`src/rtl/bitwise_logic_iter_pkg.sv`:
```
// ---------------------------------------------------------------------------
// bitwise_logic_iter_pkg
// Shared definitions for the iterative bitwise logic unit: operation codes,
// controller state encoding and a helper that sizes the slice counter.
// ---------------------------------------------------------------------------
package bitwise_logic_iter_pkg;

    // Operation codes as presented on the op port. All four codes are defined.
    typedef enum logic [1:0] {
        OP_AND = 2'b00,
        OP_OR  = 2'b01,
        OP_XOR = 2'b10,
        OP_NOR = 2'b11
    } op_e;

    // Controller states, binary encoded.
    typedef enum logic [1:0] {
        ST_IDLE = 2'b00,
        ST_BUSY = 2'b01,
        ST_DONE = 2'b10
    } state_e;

    // Slice counter width; a single-slice configuration still needs one bit
    // so the counter register is never zero-width.
    function automatic int cnt_width(input int nsl);
        return (nsl > 1) ? $clog2(nsl) : 1;
    endfunction

endpackage

```
`src/rtl/bitwise_logic_iter_logic_slice.sv`:
```
// ---------------------------------------------------------------------------
// logic_slice
// Combinational SLICE-wide bitwise unit built from gate primitives. All four
// gate results are formed per bit and the op code selects one of them.
//
// Ports
//   a   [SLICE-1:0]  operand A slice
//   b   [SLICE-1:0]  operand B slice
//   op  op_e         operation select (AND, OR, XOR, NOR)
//   y   [SLICE-1:0]  slice result
// ---------------------------------------------------------------------------
module logic_slice
    import bitwise_logic_iter_pkg::*;
#(
    parameter int SLICE = 8
) (
    input  logic [SLICE-1:0] a,
    input  logic [SLICE-1:0] b,
    input  op_e              op,
    output logic [SLICE-1:0] y
);

    logic [SLICE-1:0] y_and;
    logic [SLICE-1:0] y_or;
    logic [SLICE-1:0] y_xor;
    logic [SLICE-1:0] y_nor;

    for (genvar i = 0; i < SLICE; i++) begin : g_bit
        and u_and (y_and[i], a[i], b[i]);
        or  u_or  (y_or[i],  a[i], b[i]);
        xor u_xor (y_xor[i], a[i], b[i]);
        nor u_nor (y_nor[i], a[i], b[i]);
    end

    always_comb begin
        y = y_and;
        case (op)
            OP_AND:  y = y_and;
            OP_OR:   y = y_or;
            OP_XOR:  y = y_xor;
            OP_NOR:  y = y_nor;
            default: y = y_and;
        endcase
    end

endmodule

```
`src/rtl/bitwise_logic_iter.sv`:
```
// ---------------------------------------------------------------------------
// bitwise_logic_iter
// Iterative bitwise logic unit. Operands are latched on accept, then one
// SLICE-wide chunk of the result is produced per cycle by a single shared
// logic_slice instance. After WIDTH/SLICE cycles the full result is offered
// with a valid/ready handshake, together with zero and parity flags.
//
// Ports
//   clk        in   clock, all state on the rising edge
//   reset      in   asynchronous active-high reset
//   flush      in   synchronous abort back to IDLE (result register kept)
//   in_valid   in   operands/op presented
//   in_ready   out  high only in IDLE
//   a, b       in   [WIDTH-1:0] operands
//   op         in   [1:0] 00 AND, 01 OR, 10 XOR, 11 NOR
//   out_valid  out  high only in DONE
//   out_ready  in   consumer accepts result
//   result     out  [WIDTH-1:0] bitwise result
//   zero       out  result is all zeros
//   parity     out  XOR reduction of result
//
// state   | meaning
// --------+--------------------------------------------------------------
// IDLE    | waiting for in_valid; in_ready high
// BUSY    | one slice written per cycle, counter selects the slice
// DONE    | full result offered; held until out_ready or flush
// ---------------------------------------------------------------------------
module bitwise_logic_iter
    import bitwise_logic_iter_pkg::*;
#(
    parameter int WIDTH = 32,
    parameter int SLICE = 8
) (
    input  logic             clk,
    input  logic             reset,
    input  logic             flush,
    input  logic             in_valid,
    output logic             in_ready,
    input  logic [WIDTH-1:0] a,
    input  logic [WIDTH-1:0] b,
    input  logic [1:0]       op,
    output logic             out_valid,
    input  logic             out_ready,
    output logic [WIDTH-1:0] result,
    output logic             zero,
    output logic             parity
);

    localparam int NSL = WIDTH / SLICE;
    localparam int CW  = cnt_width(NSL);
    localparam logic [CW-1:0] CNT_LAST = CW'(NSL - 1);

    state_e           state;
    logic [CW-1:0]    cnt;
    logic [WIDTH-1:0] a_q;
    logic [WIDTH-1:0] b_q;
    op_e              op_q;

    logic [SLICE-1:0] a_sl;
    logic [SLICE-1:0] b_sl;
    logic [SLICE-1:0] y_sl;

    // Counter-selected slice of the latched operands feeds the one shared
    // slice unit; only SLICE bits of logic are ever evaluated per cycle.
    always_comb begin
        a_sl = a_q[SLICE-1:0];
        b_sl = b_q[SLICE-1:0];
        for (int k = 0; k < NSL; k++) begin
            if (cnt == CW'(k)) begin
                a_sl = a_q[k*SLICE +: SLICE];
                b_sl = b_q[k*SLICE +: SLICE];
            end
        end
    end

    logic_slice #(
        .SLICE (SLICE)
    ) u_slice (
        .a  (a_sl),
        .b  (b_sl),
        .op (op_q),
        .y  (y_sl)
    );

    always_ff @(posedge clk or posedge reset) begin
        if (reset) begin
            state     <= ST_IDLE;
            cnt       <= '0;
            a_q       <= '0;
            b_q       <= '0;
            op_q      <= OP_AND;
            result    <= '0;
            in_ready  <= 1'b1;
            out_valid <= 1'b0;
        end else if (flush) begin
            // Abort from any state; the result register keeps whatever
            // slices were already written.
            state     <= ST_IDLE;
            cnt       <= '0;
            in_ready  <= 1'b1;
            out_valid <= 1'b0;
        end else begin
            case (state)
                ST_IDLE: begin
                    if (in_valid) begin
                        a_q      <= a;
                        b_q      <= b;
                        op_q     <= op_e'(op);
                        cnt      <= '0;
                        state    <= ST_BUSY;
                        in_ready <= 1'b0;
                    end
                end
                ST_BUSY: begin
                    for (int k = 0; k < NSL; k++) begin
                        if (cnt == CW'(k)) begin
                            result[k*SLICE +: SLICE] <= y_sl;
                        end
                    end
                    if (cnt == CNT_LAST) begin
                        cnt       <= '0;
                        state     <= ST_DONE;
                        out_valid <= 1'b1;
                    end else begin
                        cnt <= cnt + 1'b1;
                    end
                end
                ST_DONE: begin
                    // in_ready stays low here, so a new accept can only
                    // happen from IDLE on a later edge.
                    if (out_ready) begin
                        state     <= ST_IDLE;
                        out_valid <= 1'b0;
                        in_ready  <= 1'b1;
                    end
                end
                default: begin
                    state     <= ST_IDLE;
                    cnt       <= '0;
                    in_ready  <= 1'b1;
                    out_valid <= 1'b0;
                end
            endcase
        end
    end

    // Flags derive from the registered result, so they are stable whenever
    // result is (in particular throughout DONE).
    assign zero   = ~|result;
    assign parity = ^result;

endmodule
```
`config.mk`:
```
export PLATFORM = sky130hd
export DESIGN_NAME = bitwise_logic_iter
export DESIGN_NICKNAME = d
export VERILOG_FILES = /design/src/rtl/bitwise_logic_iter_pkg.sv /design/src/rtl/bitwise_logic_iter_logic_slice.sv /design/src/rtl/bitwise_logic_iter.sv
export SDC_FILE = /design/constraint.sdc
export NUM_CORES = 1
export LEC_CHECK = 0
export CAP_MARGIN = 20
export CORE_MARGIN = 2
export CORE_UTILIZATION = 55
export DETAILED_ROUTE_END_ITERATION = 7
export PLACE_DENSITY = 0.83
export RECOVER_POWER = 100
export SLEW_MARGIN = 20
export SYNTH_ARGS = -nofsm -noshare
export SYNTH_HDL_FRONTEND = slang
export SYNTH_HIERARCHICAL = 1
export SYNTH_SLANG_ARGS = --single-unit
```
`constraint.sdc`:
```
create_clock -name clk -period 6.8 [get_ports clk]
set_clock_uncertainty 0.1 [all_clocks]
set_input_delay 1.02 -clock clk [delete_from_list [all_inputs] [get_ports clk]]
set_output_delay 1.02 -clock clk [all_outputs]
set_load 0.05 [all_outputs]
```
==> flow_summary_export.csv, run 1 <==
group,metric,value,unit
run_status,status,"finished with violations",
run_status,violations,"capacitance limit, slew limit",
drt,vias,3566,
min_path,hold_path_depth,1,
sta,setup-violations-final,0,
sta,min_period_over_period,57.6,%
floorplanning,ios,107,
clocking,worstSkewPairLatency,0.37,ns
drt,drc,0,
sta,rsz0062_at_grt,"false",
clocking,cts_made_buffers,9,
logic_synthesis,syn_nets,562,
placed_design,gp_congestion,0.822,
min_path,hp-class,"flip-flop to flip-flop",
drt,drtAntennaViolNets,0,
cells_and_area,area_growth,18.4,%
worst_setup_path,cp-start-kind,"flip-flop",
drt,drt_iter0_markers,66,
logic_synthesis,synthFlopType,"dfrtp_1",
sta,setup-tns-final,0,ns
drt,routed_wl,11300,um
floorplanning,initial_utilization,56.5,%
logic_synthesis,ys_warn_count,6,
logic_synthesis,synthTopCellsByCount,"dfrtp_1 (103), mux2_2 (57), inv_1 (52)",
logic_synthesis,avgSynthCellArea,12.8,um2
placed_design,placed_cell_area,6820,um2
logic_synthesis,yosysTopAreaCellShare,44.4,%
pwr,power.total,0.00248,W
clocking,hold_buffers,0,
logic_synthesis,synth_cell_types,33,
pwr,ir_drop,1010,uV
clocking,cts_resized,0,
sta,hold_viol,0,
cells_and_area,fin_util,66.8,%
cells_and_area,nNetsFinal,658,
logic_synthesis,syn_area,5800,um2
sta,max_clock_freq,255,MHz
clocking,cts_tree,"built",
global_route,grt_start_max_net_pins,67,
logic_synthesis,ys_seq_area_share,44.9,%
placed_design,numPortBuffers,106,
global_route,grt_pass1_wl,18600,um
worst_setup_path,worstPathRequired,5.68,ns
global_route,antenna_found_initial,0,
clocking,h-tree-depth,3,
cells_and_area,postLayoutCellArea,6870,um2
drt,vias_per_cell,5.15,
sta,timing.final.crit_period,3.92,ns
logic_synthesis,ys_ff_latch,104,
sta,tightestPinTransition,2.21,ns
worst_setup_path,worstPathArrival,2.80,ns
floorplanning,dieArea,11400,um2
worst_setup_path,crit_fanout,3,
run,drv_cap,1,
worst_setup_path,critPathCaptureType,"primary output",
clocking,cts_sinks,104,
logic_synthesis,yosysMostFrequentCell,"dfrtp_1",
worst_setup_path,path_class,"flip-flop to primary output",
sta,report.final.slew_viol_count,53,
floorplanning,rows,37,
pwr,power_density,361,nW/um2
drt,avgRoutedWirePerCell,16.3,um
global_route,grtUsageTotal,21.2,%
logic_synthesis,async_flop_share,100,%
floorplanning,die_w,107,um
logic_synthesis,synth_edf_count,0,
placed_design,dp_hpwl,8220,um
logic_synthesis,yosysTopAreaCell,"dfrtp_1",
clocking,postCtsSetupBuffers,0,
floorplanning,fp.dieH,107,um
global_route,grt_pass1_vias,3756,
sta,maxSlewHeadroom,-48.4,%
logic_synthesis,synthCells,455,
clocking,root_buffer,"clkbuf_8",
clocking,clockBufferDepth,2,
global_route,grt.overflow.total,0,
cells_and_area,fill_cells,828,
cells_and_area,antenna-diode-count,0,
floorplanning,core,10300,um2
logic_synthesis,synth_area_leaders,"dfrtp_1 (44%), mux2_4 (13%), mux2_2 (11%)",
drt,drtPass1Iterations,4,
clocking,path_clk_slew,0.10,ns
cells_and_area,layout-drive-gt1-share,15.3,%
worst_setup_path,rr_worst_depth,10,
pwr,leakage,3.05,nW
-- through the flow --
stage | worst slack (ns) | std cells | hold slack, ns
CTS | 2.92 | 692 | 0.418
detailed placement | 3.40 | 676 | 0.389
floorplan | 2.95 | 455 | 0.375
global route | 2.75 | 692 | 0.412
finish | 2.88 | 692 | 0.396
global placement | 3.45 | 676 | 0.385
-- cell families after synthesis --
logic type / synth area share (%)
muxes: 29.3
xor gates and xnor gates: 3.47
buffers and inverters: 7.40
AOI/OAI and AO/OA: 2.98
and+or+nand+nor: 4.27
DFF: 44.9
adders and majority gates: 7.76
-- registers in the layout (all words and copies together) (netlist names) --
register / cells
op_q: 2
state: 2
out_valid: 1
b_q: 32
cnt: 2
in_ready: 1
result: 32
a_q: 32
-- metal layers --
metal | vias up | part of all wire (%) | GRT usage (%)
met2 | 70 | 49 | 35.4
met5 | - | 0 | 0
met3 | 15 | 3.5 | 3.28
met4 | 0 | 1.8 | 7.79
met1 | 1762 | 46 | 28.1
li1 | 1719 | - | -
-- layout make-up --
cell class | instances | area, um2 | area share [%]
Sequential cell | 104 | 2600 | 37.9
Multi-Input combinational cell | 276 | 2590 | 37.8
Timing Repair Buffer | 108 | 1080 | 15.7
Inverter | 52 | 196 | 2.86
Tap cell | 136 | 170 | 2.48
Clock buffer | 10 | 138 | 2.00
Clock inverter | 6 | 90.1 | 1.31
-- worst max-delay path, cell delays in order, from the launching register on --
cell and delay (ns):
dfrtp_1 0.37, inv_1 0.05, ha_1 0.30, xnor2_1 0.27, xnor2_1 0.20, xnor2_1 0.13
xnor2_1 0.21, dlygate4sd3_1 0.90
-- power by group --
| group | total [W] | switching, W | internal (W) | leakage (nW) |
|---|---|---|---|---|
| registers | 0.000832 | 0.0000855 | 0.000747 | 1.28 |
| clock network | 0.000432 | 0.000213 | 0.000219 | 0.113 |
| logic | 0.00122 | 0.000732 | 0.000485 | 1.65 |
-- cell usage in the layout, fill, tap and decap left out, types with 2 or more instances in the layout --
master	n
a21oi_1	5
and2_1	3
buf_4	2
bufinv_16	2
clkbuf_8	10
clkdlybuf4s50_1	68
dfrtp_1	103
dlygate4sd3_1	38
ha_1	34
ha_2	2
inv_1	51
mux2_1	48
mux2_2	57
mux2i_1	32
nand2_1	26
nand2b_4	2
nand4_1	4
nor2_1	2
nor3_1	2
o21ai_0	25
xnor2_1	14
xor2_1	9
-- worst paths after layout --
kind / slack [ns] / endpoint / startpoint
max: 2.88 / parity / result[22]
min reg2reg: 0.40 / b_q[14] / b_q[14]
max reg2reg: 3.43 / result[8] / cnt[1]
min: 0.40 / b_q[14] / b_q[14]
min in group asynchronous: 1.57 / state[0] / reset
max in group asynchronous: 3.57 / b_q[28] / reset
(Power assumes the default switching activity.)
==> run 2: changes to the inputs <==
--- a/config.mk
+++ b/config.mk
@@ -7,9 +7,9 @@
 export LEC_CHECK = 0
 export CAP_MARGIN = 20
 export CORE_MARGIN = 2
-export CORE_UTILIZATION = 55
+export CORE_UTILIZATION = 53
 export DETAILED_ROUTE_END_ITERATION = 7
-export PLACE_DENSITY = 0.83
+export PLACE_DENSITY = 0.81
 export RECOVER_POWER = 100
 export SLEW_MARGIN = 20
 export SYNTH_ARGS = -nofsm -noshare
==> constraint.sdc (replaced) <==
create_clock -name clk -period 3.9 [get_ports clk]
set_clock_uncertainty 0.1 [all_clocks]
set_input_delay 0.585 -clock clk [delete_from_list [all_inputs] [get_ports clk]]
set_output_delay 0.585 -clock clk [all_outputs]
set_load 0.05 [all_outputs]
==> run 2 against run 1 <==
Against the previous run:
- the run still ends with capacitance limit, slew limit left
- cell area down 0.15%
- sequential power up 74%
- cell count up 1.3%
- non-clock buffer count up 7
- first-iteration DRC count up 80%
- wire length up 3.3%
- power up 62%
- core utilization down 3.0 points
- critical path type unchanged
- largest cell class is now multi-input combinational cells
==> flow_summary_export.csv, run 2 (same netlist as run 1, synthesis figures left out) <==
group,metric,value,unit
run_status,status,"finished with violations",
run_status,violations,"capacitance limit, slew limit",
sta,setup-tns-final,0,ns
drt,drtAntennaViolNets,0,
cells_and_area,top_regs,"a_q (32), b_q (32), result (32)",
clocking,root_buffer,"clkbuf_8",
floorplanning,dieArea,11800,um2
placed_design,numPortBuffers,106,
pwr,ir_drop,1170,uV
pwr,pwr-share-clk,14.6,%
pwr,p_sw,0.00165,W
cells_and_area,final_common_cell,"dfrtp_1",
placed_design,dp_slack,0.929,ns
pwr,internal_power,0.00237,W
pwr,leakage,3.06,nW
clocking,h-tree-depth,3,
worst_setup_path,cp-start-kind,"flip-flop",
floorplanning,die_w,109,um
floorplanning,ios,107,
floorplanning,initial_utilization,54.0,%
clocking,worstSkewPairLatency,0.37,ns
pwr,comb_power_share,49.3,%
floorplanning,core,10700,um2
pwr,switching_share,41.0,%
global_route,grt_pass1_wl,19100,um
clocking,clockBufferDepth,2,
clocking,cts_resized,0,
sta,tightestPinTransition,2.54,ns
cells_and_area,fin_util,63.8,%
clocking,cts_sinks,104,
floorplanning,rows,38,
sta,report.final.slew_viol_count,57,
drt,vias,3646,
worst_setup_path,critPathCaptureType,"primary output",
clocking,hold_buffers,0,
global_route,grtUsageTotal,21.4,%
cells_and_area,area_growth,18.2,%
drt,drt_iter0_markers,119,
worst_setup_path,crit_fanout,2,
drt,drc,0,
clocking,path_clk_slew,0.09,ns
sta,setup_ws,0.511,ns
global_route,grt_pass1_vias,3850,
sta,max_clock_freq,295,MHz
worst_setup_path,worstPathRequired,3.21,ns
placed_design,dp_hpwl,8850,um
run,drv_cap,1,
sta,timing.final.crit_period,3.39,ns
cells_and_area,antenna-diode-count,0,
placed_design,gp_congestion,0.931,
sta,rsz0062_at_grt,"false",
drt,avgRoutedWirePerCell,16.6,um
sta,hold_viol,0,
sta,setup-violations-final,0,
pwr,pwr-share-seq,36.1,%
sta,maxSlewHeadroom,-70.4,%
clocking,cts_made_buffers,9,
drt,routed_wl,11600,um
pwr,power_density,586,nW/um2
drt,drtPass1Iterations,4,
drt,vias_per_cell,5.20,
worst_setup_path,worstPathArrival,2.70,ns
min_path,hp-class,"flip-flop to flip-flop",
global_route,grt.overflow.total,0,
clocking,postCtsSetupBuffers,0,
clocking,cts_tree,"built",
cells_and_area,final_cell_mix,"dfrtp_1 (103), clkdlybuf4s50_1 (68), mux2_2 (57), inv_1 (51), mux2_1 (41)",
floorplanning,fp.dieH,109,um
worst_setup_path,path_class,"flip-flop to primary output",
global_route,antenna_found_initial,0,
cells_and_area,nNetsFinal,665,
global_route,grt_start_max_net_pins,58,
cells_and_area,layout-drive-gt1-share,15.5,%
sta,min_period_over_period,86.9,%
[run 2: cell count changes in the layout (fill, tap and decap cells not counted), sizes merged]
cell,delta
clkinvlp,-1
clkinv,-1
inv,-1
clkbuf,+9
bufinv,-2
buf,+1
[run 2: layer usage]
layer / wire (um) / global-route usage, % / vias up
li1: - / - / 1732
met3: 464 / 2.81 / 19
met2: 5670 / 35.0 / 92
met4: 239 / 8.97 / 0
met5: 0 / 0 / -
met1: 5260 / 28.7 / 1803
[run 2: area by class of cell]
cell class,instances,area [um2]
sequential,104,2600
tap,140,175
inverter,52,196
clock inverter,1,5.00
timing repair buffer,115,1120
multi-input combinational,276,2610
clock buffer,13,149
fill,898,3890
[run 2: stage by stage]
stage	power, W	cells	hold WS, ns	area [um2]
final	0.00402	701	0.393	6860
after global routing	0.00424	701	0.412	6860
after CTS	0.00415	701	0.417	7070
after detailed placement	0.00356	687	0.393	6910
after global placement	0.00350	687	0.384	6910
after floorplan	0.00291	455	0.375	5800
[run 2: worst max-delay path, cell delays in order, from the launching register on]
cell and delay [ns]:
dfrtp_1 0.36, inv_1 0.06, ha_1 0.29, xnor2_1 0.23
xnor2_1 0.18, xnor2_1 0.18, xnor2_1 0.15, dlygate4sd3_1 0.89
[run 2: power groups by stage]
stage / clock (W) / sequential [W] / combinational, W
6_report: 0.000586 / 0.00145 / 0.00198
5_1_grt: 0.000637 / 0.00149 / 0.00212
3_5_place_dp: 0 / 0.00148 / 0.00208
3_3_place_gp: 0 / 0.00146 / 0.00204
4_1_cts: 0.000600 / 0.00146 / 0.00208
2_1_floorplan: 0 / 0.00173 / 0.00117
[run 2: path summary, 6_finish.rpt]
path	start	end	slack (ns)	cells past startpoint
worst min-delay path	b_q[8]	b_q[8]	0.39	1
min in group asynchronous	reset	state[0]	1.27	2
worst max-delay path	result[2]	parity	0.51	7
worst max register to register	cnt[0]	result[9]	0.67	9
max in group asynchronous	reset	b_q[22]	1.29	2
worst min register to register	b_q[8]	b_q[8]	0.39	1
==> run 3: changes to the inputs <==
--- a/config.mk
+++ b/config.mk
@@ -7,10 +7,11 @@
 export LEC_CHECK = 0
 export CAP_MARGIN = 20
 export CORE_MARGIN = 2
-export CORE_UTILIZATION = 53
+export CORE_UTILIZATION = 45
 export DETAILED_ROUTE_END_ITERATION = 7
-export PLACE_DENSITY = 0.81
+export PLACE_DENSITY = 0.7
 export RECOVER_POWER = 100
+export SETUP_SLACK_MARGIN = 0.5
 export SLEW_MARGIN = 20
 export SYNTH_ARGS = -nofsm -noshare
 export SYNTH_HDL_FRONTEND = slang
==> run 3 against run 2 <==
Against the previous run:
- the flow still finishes with violations (capacitance limit, slew limit)
- cell area increased by 3.0%
- fmax increased by 5.9%
- via count increased by 0.49%
- worst setup slack improved by 0.19 ns
- wire length increased by 5.7%
- sequential share of layout area decreased by 1.1 points
- hold slack got worse by 0.0043 ns
- sequential power about the same
- core utilization decreased by 7.8 points
- flip-flop and latch count unchanged
- power increased by 9.4%
- register-to-register slack improved by 0.03 ns
- critical path type is now flip-flop to flip-flop
==> flow_summary_export.csv, run 3 (same netlist as run 1, synthesis figures left out) <==
group,metric,value,unit
worst_setup_path,worstPathArrival,3.33,ns
cells_and_area,final_common_cell,"dfrtp_1",
drt,drc,0,
worst_setup_path,cp-start-kind,"flip-flop",
min_path,hold_path_depth,1,
floorplanning,die_w,118,um
global_route,grtUsageTotal,18.7,%
worst_setup_path,rr_worst_depth,10,
floorplanning,rows,41,
min_path,min_from,"b_q[17]",
sta,rsz0062_at_grt,"false",
clocking,clockBufferDepth,2,
drt,routed_wl,12300,um
min_path,hp-class,"flip-flop to flip-flop",
run_status,status,"finished with violations",
cells_and_area,antenna-diode-count,0,
sta,setup-violations-final,0,
pwr,power.total,0.00440,W
worst_setup_path,slowest_delay,0.64,ns
drt,vias_per_cell,4.98,
global_route,use_met1,25.2,%
worst_setup_path,cp_slowest_cell,"ha_1",
pwr,power_density,622,nW/um2
sta,maxSlewHeadroom,-22.9,%
floorplanning,fp.dieH,118,um
cells_and_area,top_regs,"a_q (32), b_q (32), result (32)",
worst_setup_path,worstPathRequired,4.04,ns
global_route,grt.busiest_layer,"met2",
floorplanning,dieArea,13800,um2
clocking,cts_tree,"built",
cells_and_area,nNetsFinal,666,
cells_and_area,area_growth,21.8,%
worst_setup_path,path_class,"flip-flop to flip-flop",
worst_setup_path,cp_common_cell,"mux2i_1",
pwr,ir_drop,380,uV
clocking,hold_buffers,0,
placed_design,dp_hpwl,9220,um
global_route,grt_pass1_wl,20400,um
drt,drt_iter0_markers,134,
worst_setup_path,crit_path_cell_trace,"inv_1 -> ha_1 -> mux2_2 -> mux2i_1 -> o21ai_0 -> inv_1 -> ha_1 -> mux2i_1 -> mux2i_1 -> mux2_1",
sta,min_period_over_period,82.0,%
cells_and_area,finalNonFillerCells,736,
clocking,cts_sinks,104,
worst_setup_path,reg2reg_slack,0.70,ns
min_path,min_to,"b_q[17]",
sta,timing.final.crit_period,3.20,ns
sta,report.final.slew_viol_count,44,
sta,tightestPinTransition,1.83,ns
floorplanning,core,12600,um2
clocking,root_buffer,"clkbuf_16",
placed_design,gp_congestion,0.826,
worst_setup_path,regToRegStartpoint,"cnt[1]",
clocking,worstSkewPairLatency,0.35,ns
cells_and_area,final_cell_mix,"dfrtp_1 (103), clkdlybuf4s50_1 (68), mux2_2 (57), inv_1 (51), mux2_1 (44)",
global_route,grt_pass1_vias,3801,
placed_design,dp.cells,720,
worst_setup_path,crit_fanout,14,
global_route,met3_usage,3.20,%
floorplanning,initial_utilization,46.0,%
sta,hold_viol,0,
drt,drtAntennaViolNets,0,
global_route,grt.overflow.total,0,
run,drv_cap,1,
drt,avgRoutedWirePerCell,16.7,um
global_route,grt_start_max_net_pins,44,
clocking,path_clk_slew,0.07,ns
floorplanning,ios,107,
global_route,gr-usage-met2,30.0,%
sta,setup-tns-final,0,ns
worst_setup_path,critPathBufInv,2,
sta,max_clock_freq,313,MHz
pwr,leakage,3.14,nW
clocking,cts_made_buffers,9,
worst_setup_path,critPathCaptureType,"flip-flop",
clocking,h-tree-depth,3,
run_status,violations,"capacitance limit, slew limit",
placed_design,numPortBuffers,106,
cells_and_area,layout-drive-gt1-share,16.0,%
drt,vias,3664,
worst_setup_path,r2r-end,"result[27]",
drt,drtPass1Iterations,4,
global_route,antenna_found_initial,0,
worst_setup_path,cp_top_family,"multiplexers",
[run 3: cell types whose count changed in the layout (fill, tap and decap cells not counted), sizes merged]
cell and change:
inv +1, buf +1, clkbuf -1, dlygate4sd2 +1
bufinv +2, dlygate4sd3 -1
[run 3: report_power, final]
group | internal (W) | switching [W] | total (W)
clock network | 0.000599 | 0.000399 | 0.000998
logic | 0.000796 | 0.00112 | 0.00192
registers | 0.00130 | 0.000174 | 0.00148
total | 0.00270 | 0.00170 | 0.00440
[run 3: cell type report]
class | count | area, um2
clock buffers | 12 | 256
multi-input cells | 276 | 2610
clock inverters | 4 | 73.8
flip-flops and latches | 104 | 2600
fillers | 1125 | 5550
well taps | 172 | 215
inverters | 52 | 196
repair buffers | 116 | 1110
[run 3: timing repair]
action	in CTS	in global routing
setup endpoints to repair	1	8
buffers inserted	0	0
resized for setup	1	1
pin swaps	0	0
[run 3: worst max path at each step]
stage          startpoint    endpoint  slack (ns)  cells after the start
2_1_floorplan  result[18]        zero        0.76                      4
6_report           cnt[1]  result[27]        0.70                     10
4_1_cts            cnt[1]  result[13]        0.65                     10
5_1_grt            cnt[1]  result[29]        0.45                     10
3_3_place_gp       cnt[1]   result[9]        0.72                     10
3_5_place_dp       cnt[1]  result[13]        0.67                     10
[run 3: per-layer routing]
layer | vias up | share of wire (%)
met5 | - | 0
met2 | 86 | 48
met3 | 19 | 3.7
li1 | 1739 | -
met1 | 1820 | 46
met4 | 0 | 2.5
[run 3: through the flow]
step,instance area (um2),setup WS [ns],util (%),hold WS (ns)
floorplan,5810,0.760,-,0.375
global placement,6950,0.717,55.1,0.390
detailed placement,6950,0.673,55.1,0.392
CTS,7280,0.652,57.7,0.412
global route,7070,0.447,56.0,0.400
finish,7070,0.701,56.0,0.389
